File: src/rtl/rvm_ifu_pkg.sv
// Shared encodings for the rvm instruction fetch unit: FSM states, fetch error
// causes and the reset-time NOP instruction.
package rvm_ifu_pkg;

  typedef enum logic [1:0] {
    RVM_IFU_IDLE = 2'd0,
    RVM_IFU_REQ  = 2'd1,
    RVM_IFU_RESP = 2'd2,
    RVM_IFU_DONE = 2'd3
  } ifu_state_e;

  typedef enum logic [1:0] {
    RVM_IFU_ERR_NONE     = 2'd0,
    RVM_IFU_ERR_MISALIGN = 2'd1,
    RVM_IFU_ERR_BUS      = 2'd2,
    RVM_IFU_ERR_TIMEOUT  = 2'd3
  } ifu_cause_e;

  // ADDI x0,x0,0
  localparam logic [31:0] RVM_NOP_INSTR = 32'h0000_0013;

  function automatic logic is_word_aligned(input logic [31:0] addr);
    return addr[1:0] == 2'b00;
  endfunction

endpackage

File: src/rtl/rvm_ifu.sv
// Instruction fetch unit: samples the PC, runs one req/gnt/rvalid transaction on
// the instruction memory port and reports completion or error with a pulse.
module rvm_ifu
  import rvm_ifu_pkg::*;
#(
  parameter logic [31:0] RESET_INSTR    = RVM_NOP_INSTR,
  parameter int unsigned TIMEOUT_CYCLES = 64
) (
  input  logic        clk,
  input  logic        reset,
  input  logic        fetch_req,
  input  logic [31:0] pc,
  output logic        busy,
  output logic        fetch_done,
  output logic        fetch_err,
  output logic [1:0]  err_cause,
  output logic [31:0] instr,
  output logic [31:0] pc_plus4,
  output logic        imem_req,
  output logic [31:0] imem_addr,
  input  logic        imem_gnt,
  input  logic        imem_rvalid,
  input  logic [31:0] imem_rdata,
  input  logic        imem_err
);

  // Counter value seen in the last RESP cycle before the timeout fires.
  localparam logic [7:0] TO_LAST = 8'(TIMEOUT_CYCLES - 1);

  ifu_state_e  state_q;
  ifu_cause_e  err_cause_q;
  ifu_cause_e  resp_cause_d;
  logic        busy_q;
  logic        fetch_done_q;
  logic        fetch_err_q;
  logic        imem_req_q;
  logic [31:0] imem_addr_q;
  logic [31:0] instr_q;
  logic [31:0] pc_plus4_q;
  logic [31:0] pc_plus4_d;
  logic [7:0]  cnt_q;
  logic [7:0]  cnt_d;

  always_comb begin
    pc_plus4_d   = pc + 32'd4;
    cnt_d        = cnt_q + 8'd1;
    resp_cause_d = imem_err ? RVM_IFU_ERR_BUS : RVM_IFU_ERR_NONE;
  end

  // Status outputs are registered on entry to the state they describe, so
  // fetch_done/err_cause are decided on the edge that moves into DONE.
  always_ff @(posedge clk) begin
    if (reset) begin
      state_q      <= RVM_IFU_IDLE;
      err_cause_q  <= RVM_IFU_ERR_NONE;
      busy_q       <= 1'b0;
      fetch_done_q <= 1'b0;
      fetch_err_q  <= 1'b0;
      imem_req_q   <= 1'b0;
      imem_addr_q  <= '0;
      instr_q      <= RESET_INSTR;
      pc_plus4_q   <= '0;
      cnt_q        <= '0;
    end else begin
      fetch_done_q <= 1'b0;
      fetch_err_q  <= 1'b0;
      err_cause_q  <= RVM_IFU_ERR_NONE;
      case (state_q)
        RVM_IFU_IDLE: begin
          if (fetch_req) begin
            imem_addr_q <= pc;
            pc_plus4_q  <= pc_plus4_d;
            busy_q      <= 1'b1;
            if (!is_word_aligned(pc)) begin
              state_q      <= RVM_IFU_DONE;
              fetch_done_q <= 1'b1;
              fetch_err_q  <= 1'b1;
              err_cause_q  <= RVM_IFU_ERR_MISALIGN;
            end else begin
              state_q    <= RVM_IFU_REQ;
              imem_req_q <= 1'b1;
            end
          end
        end
        RVM_IFU_REQ: begin
          if (imem_gnt) begin
            state_q    <= RVM_IFU_RESP;
            imem_req_q <= 1'b0;
            cnt_q      <= '0;
          end
        end
        RVM_IFU_RESP: begin
          cnt_q <= cnt_d;
          if (imem_rvalid) begin
            if (!imem_err) begin
              instr_q <= imem_rdata;
            end
            state_q      <= RVM_IFU_DONE;
            fetch_done_q <= 1'b1;
            fetch_err_q  <= imem_err;
            err_cause_q  <= resp_cause_d;
          end else if (cnt_q == TO_LAST) begin
            state_q      <= RVM_IFU_DONE;
            fetch_done_q <= 1'b1;
            fetch_err_q  <= 1'b1;
            err_cause_q  <= RVM_IFU_ERR_TIMEOUT;
          end
        end
        RVM_IFU_DONE: begin
          state_q <= RVM_IFU_IDLE;
          busy_q  <= 1'b0;
        end
        default: begin
          state_q    <= RVM_IFU_IDLE;
          busy_q     <= 1'b0;
          imem_req_q <= 1'b0;
        end
      endcase
    end
  end

  assign busy       = busy_q;
  assign fetch_done = fetch_done_q;
  assign fetch_err  = fetch_err_q;
  assign err_cause  = err_cause_q;
  assign instr      = instr_q;
  assign pc_plus4   = pc_plus4_q;
  assign imem_req   = imem_req_q;
  assign imem_addr  = imem_addr_q;

endmodule
File: config.mk
export PLATFORM = sky130hd
export DESIGN_NAME = rvm_ifu
export DESIGN_NICKNAME = d
export VERILOG_FILES = /design/src/rtl/rvm_ifu_pkg.sv /design/src/rtl/rvm_ifu.sv
export SDC_FILE = /design/constraint.sdc
export NUM_CORES = 1
export LEC_CHECK = 0
export CORE_MARGIN = 2
export CORE_UTILIZATION = 48
export CTS_CLUSTER_SIZE = 28
export DETAILED_ROUTE_END_ITERATION = 6
export PLACE_DENSITY_LB_ADDON = 0.2
export SYNTH_ARGS = -nofsm -noshare
export SYNTH_HDL_FRONTEND = slang
export SYNTH_SLANG_ARGS = --single-unit
export TNS_END_PERCENT = 100
File: constraint.sdc
create_clock -name clk -period 4.88 [get_ports clk]
set_input_delay 0.488 -clock clk [delete_from_list [all_inputs] [get_ports clk]]
set_output_delay 0.488 -clock clk [all_outputs]
set_load 0.05 [all_outputs]
==> out/summary.json, run 1 <==
{
  "run_status": {
    "run_status": "finished clean"
  },
  "cells_and_area": {
    "antenna_cells": 0,
    "fillerInstances": 822,
    "final_layout_size_suffix_gt1_frac": 0.0353,
    "area_growth_pct": 40.1,
    "nets": 808
  },
  "yosys": {
    "synth_top_area_share": 0.467,
    "synth_cells": 589,
    "syn-num-nets": 665,
    "ys_top_cells_by_area": "sky130_fd_sc_hd__dfxtp_1 47%, sky130_fd_sc_hd__nand2_1 12%, sky130_fd_sc_hd__a21oi_1 7.4%",
    "ys.flop_type": "sky130_fd_sc_hd__dfxtp_1",
    "synth.lib_cells_used.distinct": 48,
    "synthDominantAreaCellType": "sky130_fd_sc_hd__dfxtp_1",
    "synthMostInstantiatedCell": "sky130_fd_sc_hd__nand2_1",
    "post_synth_instance_area_um2": 4720,
    "async_flop_share": 0,
    "synth-seq-cells": 110,
    "synth.avg_cell_area_um2": 8.01,
    "synth_enable_flop_cells": 0,
    "synth_warnings": 0,
    "synth_seq_area_share": 0.467,
    "synth_common_cells": "150 x sky130_fd_sc_hd__nand2_1, 110 x sky130_fd_sc_hd__dfxtp_1, 70 x sky130_fd_sc_hd__a21oi_1"
  },
  "cts": {
    "clk_latency_ns": 0.36,
    "clkSinkCount": 110,
    "clkSlewWorstSetupHoldPaths_ns": 0.10,
    "cts_made_buffers": 9,
    "postCtsHoldBufs": 0,
    "cts_max_path_buffers": 2,
    "clock_tree.root_cell": "sky130_fd_sc_hd__clkbuf_8",
    "post_cts.resized_instances": 0,
    "cts_htree_levels": 3,
    "clock_tree_from_tritoncts": "done",
    "post-cts-setup-buffers": 0
  },
  "routing": {
    "route.detailed.vias_per_inst": 5.39,
    "drt_pre_antenna_iters": 5,
    "via_count": 4680,
    "finalWirelength_um": 12700,
    "drcViolationCount": 0,
    "dr.first_iter.drc_count": 177,
    "drtAntennaViolNets": 0,
    "detail_route.wl_per_cell_um": 14.7
  },
  "worst_setup_path": {
    "classification_of_the_worst_setup_path": "register to register",
    "setup.worst_path.start_class": "register",
    "worst-path-max-fanout": 54,
    "setup.worst_path.end_class": "register",
    "crit_arrival_ns": 2.82,
    "critPathRequiredTime_ns": 5.18
  },
  "power_and_ir_drop": {
    "static-leakage-power_nw": 2.29,
    "clkPwrFrac": 0.163,
    "internal_power_mw": 1.70,
    "report.power.total_mw": 3.04,
    "p_comb_frac": 0.459,
    "netSwitchingFraction": 0.439,
    "power_per_cell_area_nw_per_um2": 459,
    "power_frac_seq": 0.378,
    "total_switching_power_mw": 1.33,
    "ir_worst_vdd_mv": 0.247
  },
  "sta": {
    "slew_at_the_pin_closest_to_its_max_slew_limit_ns": 1.18,
    "ratio_of_final_minimum_period_to_clock_period": 0.517,
    "final.min_clock_period_ns": 2.52,
    "hold_viol_final": 0,
    "max_clk_rate_mhz": 397,
    "timing.setup.tns_ns": 0,
    "finalClockSkew_ns": 0.0181,
    "worst_slew_margin_rel": 0.211,
    "final-setup-viol-count": 0,
    "report.final.slew_viol_count": 0,
    "setup_slack_ns": 2.36,
    "rsz_0062_raised_after_global_routing": "false"
  },
  "placement": {
    "routabilityCongestion": 0.810,
    "buffer_ports.inserted": 171,
    "detailedPlace.worstSlack_ns": 2.12,
    "dp_hpwl_um": 8970
  },
  "floorplanning": {
    "initial_core_util": 0.489,
    "die_area_um2": 10600,
    "die_height_um": 103,
    "chipWidth_um": 103,
    "core.rowCount": 36,
    "ioPinCount": 172,
    "floorplan.core_area_um2": 9640
  },
  "grt": {
    "global_route_wire_length_before_repair_um": 20000,
    "grt_start_max_net_pins": 110,
    "antenna_violations_before_repair": 0,
    "global_route_usage_over_all_layers": 0.232,
    "grt_remaining_overflow": 0,
    "number_of_global_route_vias_before_repair": 4353
  },
  "job": {
    "drv.max_cap_violation_count": 0
  },
  "worst_hold_path": {
    "holdCritPathClass": "register to register"
  }
}
[placed cells by master, fill, tap and decap left out, types with 3 or more instances in the layout]
| cell | n |
|---|---|
| sky130_fd_sc_hd__a211oi_1 | 14 |
| sky130_fd_sc_hd__a21oi_1 | 70 |
| sky130_fd_sc_hd__a311oi_1 | 5 |
| sky130_fd_sc_hd__and2_1 | 4 |
| sky130_fd_sc_hd__and3_1 | 3 |
| sky130_fd_sc_hd__and4_1 | 7 |
| sky130_fd_sc_hd__clkbuf_8 | 9 |
| sky130_fd_sc_hd__clkdlybuf4s50_1 | 170 |
| sky130_fd_sc_hd__dfxtp_1 | 110 |
| sky130_fd_sc_hd__ha_1 | 6 |
| sky130_fd_sc_hd__inv_1 | 6 |
| sky130_fd_sc_hd__inv_6 | 3 |
| sky130_fd_sc_hd__nand2_1 | 149 |
| sky130_fd_sc_hd__nand2b_1 | 3 |
| sky130_fd_sc_hd__nand3_1 | 17 |
| sky130_fd_sc_hd__nand3b_1 | 9 |
| sky130_fd_sc_hd__nand4_1 | 12 |
| sky130_fd_sc_hd__nor2_1 | 49 |
| sky130_fd_sc_hd__nor3_1 | 8 |
| sky130_fd_sc_hd__nor4_1 | 18 |
| sky130_fd_sc_hd__o21ai_0 | 4 |
| sky130_fd_sc_hd__o31a_1 | 5 |
| sky130_fd_sc_hd__o31ai_1 | 3 |
| sky130_fd_sc_hd__or4_1 | 3 |
| sky130_fd_sc_hd__xnor2_1 | 9 |
| sky130_fd_sc_hd__xor2_1 | 9 |
[final timing paths]
| path | start | to | slack, ns | depth (start not counted) |
|---|---|---|---|---|
| hold reg to reg | instr[10] | instr[10] | 0.46 | 2 |
| hold / removal | instr[10] | instr[10] | 0.46 | 2 |
| setup reg to reg | state_q[0] | pc_plus4[31] | 2.36 | 6 |
| setup / recovery | state_q[0] | pc_plus4[31] | 2.36 | 6 |
[registers in the layout, indices dropped and copies added, names as in the netlist]
name,count
busy,1
cnt_q,8
err_cause,2
fetch_done,1
fetch_err,1
imem_addr,32
imem_req,1
instr,32
pc_plus4,30
state_q,2
[stage by stage]
step / std cells / utilization / hold WS [ns] / cell area, µm²
after floorplan: 589 / - / 0.470 / 4720
after global placement: 854 / 0.668 / 0.441 / 6440
after detailed placement: 854 / 0.668 / 0.445 / 6440
after CTS: 869 / 0.686 / 0.460 / 6610
after global routing: 869 / 0.686 / 0.480 / 6610
final: 869 / 0.686 / 0.458 / 6610
[power by group through the flow]
stage                     Clock, mW  Combinational, mW  Sequential (mW)
after global placement            0               1.37             1.16
after detailed placement          0               1.39             1.17
after global routing          0.535               1.48             1.17
after floorplan                   0              0.406             1.68
final                         0.495               1.39             1.15
after CTS                     0.504               1.40             1.15
[final cells by class]
cell class	instances	area, µm²	area share
clock buffer	9	124	0.0187
sequential	110	2200	0.333
timing repair buffer	172	1720	0.260
multi-input combinational	433	2330	0.353
inverter	6	22.5	0.00341
tap	133	166	0.0252
clock inverter	6	43.8	0.00663
[critical path: stages, from the launching register on]
cell                        delay [ns]
sky130_fd_sc_hd__dfxtp_1          0.39
sky130_fd_sc_hd__inv_1            0.09
sky130_fd_sc_hd__ha_1             0.28
sky130_fd_sc_hd__nand2_2          0.77
sky130_fd_sc_hd__nor2_1           0.11
sky130_fd_sc_hd__a2111oi_0        0.55
sky130_fd_sc_hd__and3_1           0.24
[cells by family after synthesis]
group           Yosys count  share of synthesized area
compound gates          114                      0.149
xor+xnor                 18                     0.0334
fa+ha+maj                 6                     0.0159
buf+inv                  46                     0.0392
flops                   110                      0.467
mux                       2                    0.00451
simple gates            293                      0.292
[metal layers]
| metal | GRT usage | wire (µm) | vias to the layer above |
|---|---|---|---|
| met4 | 0.0800 | 212 | 0 |
| met5 | 0 | 0 | - |
| met3 | 0.0590 | 966 | 22 |
| met2 | 0.402 | 6220 | 169 |
| met1 | 0.281 | 5330 | 2164 |
| li1 | - | - | 2325 |
No activity file was read; power rests on OpenSTA's default activity.
==> run 2, diff against run 1 <==
- CORE_UTILIZATION: 48 -> 40
- clock period: 4.88 -> 2.2 ns (I/O delays scaled with it)
==> run 2 against run 1 <==
Against the previous run:
- worst hold slack lost 0.12 ns
- fmax grew 32%
- global-route usage shrank 1.9 points
- combinational power grew 130%
- die area grew 19%
- largest power group unchanged
==> out/summary.json, run 2 (synthesized netlist as in run 1, its figures left out) <==
{
  "run_status": {
    "run_status": {"value": "finished clean", "change": "unchanged"}
  },
  "power_and_ir_drop": {
    "ir_worst_vdd": {"value": 0.547, "unit": "mV", "change": "was 0.247 mV"},
    "static-leakage-power": {"value": 2.55, "unit": "nW", "change": "was 2.29 nW"},
    "report.power.total": {"value": 7.42, "unit": "mW", "change": "was 3.04 mW"},
    "power_per_cell_area": {"value": 1050, "unit": "nW/µm²", "change": "was 459 nW/µm²"}
  },
  "cells_and_area": {
    "area_growth": {"value": 49.8, "unit": "%", "change": "was 40.1%"},
    "layout.cells.most_common": {"value": "sky130_fd_sc_hd__clkdlybuf4s50_1", "change": "unchanged"},
    "final_cell_mix": {"value": "170 x sky130_fd_sc_hd__clkdlybuf4s50_1, 149 x sky130_fd_sc_hd__nand2_1, 110 x sky130_fd_sc_hd__dfxtp_1", "change": "unchanged"},
    "post_layout_nonfiller_instances": {"value": 918, "change": "was 869"},
    "final_layout_size_suffix_gt1_frac": {"value": 0.0839, "change": "was 0.0353"},
    "nets": {"value": 847, "change": "was 808"},
    "antenna_cells": {"value": 0, "change": "unchanged"}
  },
  "cts": {
    "clk_latency": {"value": 0.34, "unit": "ns", "change": "was 0.36 ns"},
    "clkSinkCount": {"value": 110, "change": "unchanged"},
    "postCtsHoldBufs": {"value": 0, "change": "unchanged"},
    "cts_max_path_buffers": {"value": 2, "change": "unchanged"},
    "clock_tree_from_tritoncts": {"value": "done", "change": "unchanged"},
    "post_cts.resized_instances": {"value": 0, "change": "unchanged"},
    "post-cts-setup-buffers": {"value": 0, "change": "unchanged"},
    "clock_tree.root_cell": {"value": "sky130_fd_sc_hd__clkbuf_16", "change": "was sky130_fd_sc_hd__clkbuf_8"},
    "clkSlewWorstSetupHoldPaths": {"value": 0.07, "unit": "ns", "change": "was 0.10 ns"},
    "cts_made_buffers": {"value": 9, "change": "unchanged"},
    "cts_htree_levels": {"value": 3, "change": "unchanged"}
  },
  "sta": {
    "timing.setup.tns": {"value": 0, "unit": "ns", "change": "unchanged"},
    "final-setup-viol-count": {"value": 0, "change": "unchanged"},
    "hold_viol_final": {"value": 0, "change": "unchanged"},
    "report.final.slew_viol_count": {"value": 0, "change": "unchanged"},
    "slew_at_the_pin_closest_to_its_max_slew_limit": {"value": 0.560, "unit": "ns", "change": "was 1.18 ns"},
    "worst_slew_margin_rel": {"value": 0.626, "change": "was 0.211"},
    "finalClockSkew": {"value": 0.00804, "unit": "ns", "change": "was 0.0181 ns"},
    "rsz_0062_raised_after_global_routing": {"value": "false", "change": "unchanged"},
    "max_clk_rate": {"value": 524, "unit": "MHz", "change": "was 397 MHz"},
    "setup_slack": {"value": 0.292, "unit": "ns", "change": "was 2.36 ns"},
    "final.min_clock_period": {"value": 1.91, "unit": "ns", "change": "was 2.52 ns"},
    "ratio_of_final_minimum_period_to_clock_period": {"value": 0.867, "change": "was 0.517"}
  },
  "grt": {
    "number_of_global_route_vias_before_repair": {"value": 4709, "change": "was 4,353"},
    "antenna_violations_before_repair": {"value": 0, "change": "unchanged"},
    "grt_remaining_overflow": {"value": 0, "change": "unchanged"},
    "global_route_usage_over_all_layers": {"value": 0.214, "change": "was 0.232"},
    "global_route_wire_length_before_repair": {"value": 22400, "unit": "µm", "change": "was 20,000 µm"},
    "grt_start_max_net_pins": {"value": 47, "change": "was 110"}
  },
  "routing": {
    "drt_pre_antenna_iters": {"value": 4, "change": "was 5"},
    "via_count": {"value": 4857, "change": "was 4,680"},
    "finalWirelength": {"value": 13900, "unit": "µm", "change": "was 12,700 µm"},
    "detail_route.wl_per_cell": {"value": 15.1, "unit": "µm", "change": "was 14.7 µm"},
    "drcViolationCount": {"value": 0, "change": "unchanged"},
    "drtAntennaViolNets": {"value": 0, "change": "unchanged"},
    "dr.first_iter.drc_count": {"value": 245, "change": "was 177"},
    "route.detailed.vias_per_inst": {"value": 5.29, "change": "was 5.39"}
  },
  "placement": {
    "detailedPlace.worstSlack": {"value": -0.0101, "unit": "ns", "change": "was 2.12 ns"},
    "dp_hpwl": {"value": 10300, "unit": "µm", "change": "was 8970 µm"},
    "numPlacedInstances": {"value": 903, "change": "was 854"},
    "buffer_ports.inserted": {"value": 171, "change": "unchanged"},
    "routabilityCongestion": {"value": 0.840, "change": "was 0.810"}
  },
  "floorplanning": {
    "floorplan.core_area": {"value": 11500, "unit": "µm²", "change": "was 9640 µm²"},
    "die_area": {"value": 12700, "unit": "µm²", "change": "was 10,600 µm²"},
    "core.rowCount": {"value": 39, "change": "was 36"},
    "initial_core_util": {"value": 0.411, "change": "was 0.489"},
    "ioPinCount": {"value": 172, "change": "unchanged"},
    "chipWidth": {"value": 113, "unit": "µm", "change": "was 103 µm"},
    "die_height": {"value": 113, "unit": "µm", "change": "was 103 µm"}
  },
  "worst_hold_path": {
    "holdCritPathClass": {"value": "input pin to register", "change": "was register to register"}
  },
  "worst_setup_path": {
    "setup.worst_path.end_class": {"value": "register", "change": "unchanged"},
    "critPathRequiredTime": {"value": 2.43, "unit": "ns", "change": "was 5.18 ns"},
    "setup.worst_path.start_class": {"value": "register", "change": "unchanged"},
    "classification_of_the_worst_setup_path": {"value": "register to register", "change": "unchanged"},
    "slowest_library_cell_on_the_worst_path": {"value": "sky130_fd_sc_hd__or4_1", "change": "was sky130_fd_sc_hd__nand2_2"},
    "critPathMaxStageDelay": {"value": 0.41, "unit": "ns", "change": "was 0.77 ns"},
    "crit_arrival": {"value": 2.14, "unit": "ns", "change": "was 2.82 ns"},
    "timing.critical_path.cells": {"value": "inv_1 -> ha_1 -> and2_2 -> nand3_1 -> or4_1 -> and3_1", "change": "was inv_1 -> ha_1 -> nand2_2 -> nor2_1 -> a2111oi_0 -> and3_1"},
    "worst-path-max-fanout": {"value": 13, "change": "was 54"}
  },
  "job": {
    "drv.max_cap_violation_count": {"value": 0, "change": "unchanged"}
  }
}
==> run 2: worst paths after layout <==
check	depth (start not counted)	slack [ns]	to	start
max	6	0.29	pc_plus4[31]	state_q[0]
max reg2reg	6	0.29	pc_plus4[31]	state_q[0]
min reg2reg	2	0.45	instr[29]	instr[29]
min	2	0.34	err_cause[1]	reset
==> run 2: routing by layer <==
metal  track usage  wire (µm)  vias up
met5             0          0        -
met1         0.268       5980     2258
met2         0.358       6700      168
met3        0.0508        910       22
met4        0.0789        286        0
li1              -          -     2409
==> run 2: power breakdown <==
part	switching [mW]	internal, mW
Sequential	0.211	2.35
Clock	0.695	0.968
Combinational	2.11	1.09
==> run 2: layout make-up <==
type | instances | area (µm²)
inverters | 6 | 22.5
multi-input cells | 433 | 2330
clock inverters | 3 | 42.5
clock buffers | 12 | 267
flip-flops and latches | 110 | 2200
repair buffers | 211 | 2020
well taps | 143 | 179
fillers | 991 | 4400
==> run 2: worst max-delay path, delay by kind of cell (launching register included) <==
kind | cells | cell delay [ns]
flops | 1 | 0.33
fa+ha+maj | 1 | 0.29
buf+inv | 1 | 0.11
simple gates | 4 | 1.08
==> run 2: metrics by stage <==
step                       util  cell area (µm²)  hold WS [ns]
after floorplan               -             4720         0.344
after global placement    0.590             6760         0.441
after detailed placement  0.590             6760         0.446
after CTS                 0.616             7070         0.328
after global routing      0.616             7070         0.356
final                     0.616             7070         0.339
